<file path="src/rtl/que_hs_pkg.sv">
// Shared definitions for the entropy-word queue: word width, default depth
// and the registered status block layout.
package que_hs_pkg;

   localparam int WORD_WIDTH    = 256;
   localparam int DEFAULT_DEPTH = 8;

   // Status count field is sized for the largest supported depth; the top
   // exposes only the low $clog2(DEPTH+1) bits.
   localparam int STATUS_CNT_W  = 16;

   typedef struct packed {
      logic [STATUS_CNT_W-1:0] count;
      logic                    almost_full;
      logic                    almost_empty;
      logic                    overflow;
   } que_status_t;

endpackage

</file>
<file path="src/rtl/que_ptr.sv">
// Modulo-DEPTH pointer with increment and synchronous clear; the wrap is an
// explicit compare so non-power-of-two depths work.
module que_ptr
   import que_hs_pkg::*;
#(
   parameter int DEPTH = DEFAULT_DEPTH,
   parameter int PW    = $clog2(DEPTH)
) (
   input  logic          clk,
   input  logic          rst,
   input  logic          inc,
   input  logic          clr,
   output logic [PW-1:0] ptr
);

   localparam logic [PW-1:0] LAST = PW'(DEPTH - 1);

   always_ff @(posedge clk) begin
      if (rst || clr) begin
         ptr <= '0;
      end else if (inc) begin
         ptr <= (ptr == LAST) ? '0 : ptr + PW'(1);
      end
   end

endmodule

</file>
<file path="src/rtl/que_hs.sv">
// First-word-fall-through valid/ready queue for conditioned entropy words,
// with occupancy, programmable watermarks, flush and sticky overflow.
module que_hs
   import que_hs_pkg::*;
#(
   parameter int WIDTH    = WORD_WIDTH,
   parameter int DEPTH    = DEFAULT_DEPTH,
   parameter int AF_LEVEL = DEPTH - 1,
   parameter int AE_LEVEL = 1
) (
   input  logic                       clk,
   input  logic                       rst,
   input  logic                       flush,
   input  logic                       in_valid,
   output logic                       in_ready,
   input  logic [WIDTH-1:0]           in_data,
   output logic                       out_valid,
   input  logic                       out_ready,
   output logic [WIDTH-1:0]           out_data,
   output logic [$clog2(DEPTH+1)-1:0] count,
   output logic                       almost_full,
   output logic                       almost_empty,
   output logic                       overflow
);

   localparam int CW = $clog2(DEPTH + 1);
   localparam int PW = $clog2(DEPTH);

   localparam logic [STATUS_CNT_W-1:0] DEPTH_C = STATUS_CNT_W'(DEPTH);
   localparam logic [STATUS_CNT_W-1:0] AF_C    = STATUS_CNT_W'(AF_LEVEL);
   localparam logic [STATUS_CNT_W-1:0] AE_C    = STATUS_CNT_W'(AE_LEVEL);
   localparam logic [STATUS_CNT_W-1:0] ONE_C   = STATUS_CNT_W'(1);

   if (DEPTH < 2) begin : g_bad_depth
      $error("que_hs: DEPTH must be >= 2");
   end
   if (CW > STATUS_CNT_W) begin : g_bad_depth_max
      $error("que_hs: DEPTH too large for status count field");
   end
   if (AF_LEVEL < 1 || AF_LEVEL > DEPTH) begin : g_bad_af
      $error("que_hs: AF_LEVEL must be within 1..DEPTH");
   end
   if (AE_LEVEL < 0 || AE_LEVEL > DEPTH - 1) begin : g_bad_ae
      $error("que_hs: AE_LEVEL must be within 0..DEPTH-1");
   end

   logic [WIDTH-1:0] mem [DEPTH];
   logic [PW-1:0]    head;
   logic [PW-1:0]    tail;
   que_status_t      status_q;
   que_status_t      status_d;
   logic             push;
   logic             pop;
   logic             drop;

   // Occupancy alone decides full/empty; head == tail is ambiguous.
   assign in_ready  = (status_q.count != DEPTH_C);
   assign out_valid = (status_q.count != '0);

   assign push = in_valid & in_ready;
   assign pop  = out_valid & out_ready;
   assign drop = in_valid & ~in_ready;

   always_comb begin
      status_d = status_q;
      if (flush) begin
         status_d.count    = '0;
         status_d.overflow = 1'b0;
      end else begin
         case ({push, pop})
            2'b10:   status_d.count = status_q.count + ONE_C;
            2'b01:   status_d.count = status_q.count - ONE_C;
            default: status_d.count = status_q.count;
         endcase
         if (drop) begin
            status_d.overflow = 1'b1;
         end
      end
      status_d.almost_full  = (status_d.count >= AF_C);
      status_d.almost_empty = (status_d.count <= AE_C);
   end

   always_ff @(posedge clk) begin
      if (rst) begin
         status_q <= '{count: '0, almost_full: 1'b0, almost_empty: 1'b1, overflow: 1'b0};
      end else begin
         status_q <= status_d;
      end
   end

   // Storage is deliberately left unreset and uncleared on flush.
   always_ff @(posedge clk) begin
      if (push && !flush && !rst) begin
         mem[tail] <= in_data;
      end
   end

   que_ptr #(
      .DEPTH (DEPTH),
      .PW    (PW)
   ) u_head (
      .clk   (clk),
      .rst   (rst),
      .inc   (pop & ~flush),
      .clr   (flush),
      .ptr   (head)
   );

   que_ptr #(
      .DEPTH (DEPTH),
      .PW    (PW)
   ) u_tail (
      .clk   (clk),
      .rst   (rst),
      .inc   (push & ~flush),
      .clr   (flush),
      .ptr   (tail)
   );

   assign out_data     = mem[head];
   assign count        = status_q.count[CW-1:0];
   assign almost_full  = status_q.almost_full;
   assign almost_empty = status_q.almost_empty;
   assign overflow     = status_q.overflow;

endmodule

</file>
<file path="config.mk">
export PLATFORM = sky130hd
export DESIGN_NAME = que_hs
export DESIGN_NICKNAME = d
export VERILOG_FILES = /design/src/rtl/que_hs_pkg.sv /design/src/rtl/que_ptr.sv /design/src/rtl/que_hs.sv
export SDC_FILE = /design/constraint.sdc
export NUM_CORES = 2
export LEC_CHECK = 0
export ABC_AREA = 1
export ABC_CLOCK_PERIOD_IN_PS = 30800
export CAP_MARGIN = 20
export CORE_ASPECT_RATIO = 0.75
export CORE_MARGIN = 2
export CORE_UTILIZATION = 59
export DETAILED_ROUTE_END_ITERATION = 16
export GPL_TIMING_DRIVEN = 1
export MAX_ROUTING_LAYER = met4
export PLACE_DENSITY_LB_ADDON = 0.3
export SYNTH_ARGS = -nofsm -noshare
export SYNTH_HDL_FRONTEND = slang
export SYNTH_HIERARCHICAL = 1
export SYNTH_SLANG_ARGS = --single-unit
</file>
<file path="constraint.sdc">
create_clock -name clk -period 30.8 [get_ports clk]
set_clock_uncertainty 0.05 [all_clocks]
set_input_delay 6.16 -clock clk [delete_from_list [all_inputs] [get_ports clk]]
set_output_delay 6.16 -clock clk [all_outputs]
set_load 0.01 [all_outputs]
</file>
==> out/qor.csv <==
metric,value,unit
row_count,117,
synth_xor_area_share,0.0108,%
synthMuxAreaShare,0,%
synth.avg_cell_area,13.1,µm²
required,24.59,ns
drt_iter0_drc,5748,
synth.most_common_cell,edfxtp_1,
ys_seq_area_share,76.8,%
ff_latch_area,0.0620,mm²
r2r_slack,25.80,ns
clkSinkCount,2073,
multi_input_area,0.0165,mm²
maxSlewHeadroom,25.2,%
tns,0,ns
r2r-end,mem[6][236],
drive_above_1_share,5.23,%
antenna_found_initial,31,
die_height,324,µm
drt_wl_total,192000,µm
hold_viol,0,
worstSetupStartpoint,u_head/ptr[0],
rr_worst_depth,11,
clk_pin_slew,0.07,ns
cts_hold_buf,0,
viasPerCell,5.97,
synthSimpleGateAreaFrac,9.56,%
fillers,9090,
syn_inst,6168,
endpoint_kind,output pin,
yosys.area.top_type,edfxtp_1,
worstMarginPinSlew,1.12,ns
power_density,63.2,mW/mm²
async_flop_share,0,%
synth-warning-count,6,
grt_usage,27.8,%
rsz0062_at_grt,no,
synth_area,0.0808,mm²
gr-total-overflow,0,
wire_per_inst,22.5,µm
die_x,431,µm
portBuffers,525,
clk_latency,0.82,ns
synth_nets,6449,
core_area,0.136,mm²
fin_crit,13.18,ns
synthDistinctLibCells,34,
grt_max_degree,273,
path_class,flip-flop to output pin,
yosys_register_bits,2073,
synth-main-ff-cell,edfxtp_1,
grt_pass1_vias,48600,
r2r_start,count[2],
arrival,6.97,ns
fin_nets,6829,
whs,0.418,ns
drc,0,
placed_cells,8142,
die_area,0.140,mm²
cts_tree,yes,
grt_first_pass_wirelength,291000,µm
hold_path_class,flip-flop to flip-flop,
synthTopCellsByCount,"edfxtp_1 (2048), nor2_1 (1844), o21ai_0 (906), a31oi_1 (256), o22ai_1 (256)",
drv_cap,0,
synth.top_cell.area_share,76.2,%
leakagePower,0.0306,µW
cts_resized,0,
cts_setup_buffers,0,
ios,526,
ir_drop,0.0000538,V
synth_area_leaders,"edfxtp_1 (76%), nor2_1 (8.6%), o21ai_0 (5.6%)",
cts_inserted_buffers,188,
fin_cells,8514,
critPathLaunchType,flip-flop,
ctsLongestPathBuffers,3,
area_growth,15.2,%
detailed_place_hpwl,100000,µm
setup_viol,0,
fin_crit_sh,42.8,%
worstPathMaxFanout,272,
drv_slew,0,
synth_top_family_by_area,compound AO/OA/AOI/OAI gates,
synth_compound_area_share,10.5,%
root_buffer,clkbuf_16,
routed-via-count,50800,
synth_edf_count,2048,
crit_end,out_data[240],
outcome,"finished, final reports clean",
floorplan.initialDensity,59.4,%
ant_nets,0,
synth-adder-area-share,0.319,%
htreeDepth,4,
max_freq,0.0759,GHz
routabilityCongestion,0.843,
firstDrtPassIters,6,
-- worst max-delay path: stages (launching register included) --
cell             delay [ns]
dfxtp_4                0.58
inv_16                 0.63
buf_4                  0.86
buf_4                  0.74
buf_4                  0.67
buf_4                  0.82
o21ai_0                0.17
o22ai_1                0.19
nor2_1                 0.07
a31oi_1                0.39
clkdlybuf4s50_1        0.62
-- area by class of cell --
cell class,count,area share [%]
well taps,1785,2.40
multi-input cells,3611,17.8
clock inverters,105,1.00
clock buffers,234,5.36
repair buffers,597,6.35
inverters,77,0.354
diodes,32,0.0861
flip-flops and latches,2073,66.7
-- worst min-delay path by stage --
stage	slack [ns]	start	depth (start not counted)	end
global placement	0.40	overflow	2	overflow
detailed placement	0.41	overflow	2	overflow
global route	0.44	overflow	2	overflow
CTS	0.42	overflow	2	overflow
floorplan	0.41	u_head/ptr[1]	2	u_head/ptr[1]
finish	0.42	overflow	2	overflow
-- flip-flops by register name (all words and copies together), names as in the netlist --
signal / cells
mem: 2048
status_q: 12
count: 4
u_head/ptr: 3
u_tail/ptr: 3
almost_empty: 1
almost_full: 1
overflow: 1
-- kinds of logic after synthesis --
group | after synthesis
AO/OA/AOI/OAI | 1566
XOR/XNOR | 1
adder cells (fa/ha/maj) | 20
buffers and inverters | 484
flip-flops | 2073
AND/OR/NAND/NOR | 2024
-- layer usage --
metal	vias up	routed length [µm]	GRT usage (%)
li1	23300	-	-
met5	-	0	-
met1	25100	78200	37.5
met3	312	13100	4.02
met2	2041	94400	43.6
met4	0	5970	10.4
-- per-stage QoR --
step | cell area (µm²) | setup slack, ns | utilization, % | total power, µW
3_5_place_dp | 87000 | 18.59 | 64.0 | 3660
5_1_grt | 93000 | 17.21 | 68.5 | 6060
4_1_cts | 92900 | 17.66 | 68.4 | 5900
2_1_floorplan | 80800 | 12.59 | - | 3460
6_report | 93000 | 17.62 | 68.5 | 5880
3_3_place_gp | 87000 | 18.74 | 64.0 | 3650
-- cells in the final DEF (no fill, tap or decap), drive strengths merged, types with 3 or more instances in the layout --
master,count
nor2,1848
and2,3
clkdlybuf4s50,525
buf,72
nand4,9
clkinv,81
diode,32
a31oi,256
o21ai,1027
nand3,33
ha,19
inv,83
bufinv,16
nor3,3
nand2,125
dfxtp,25
edfxtp,2048
a21oi,26
clkbuf,234
o22ai,256
-- report_power, final --
group	internal, µW	switching [µW]
registers	3120	10.6
logic	180	297
clock network	1280	993
(Power assumes the default switching activity.)
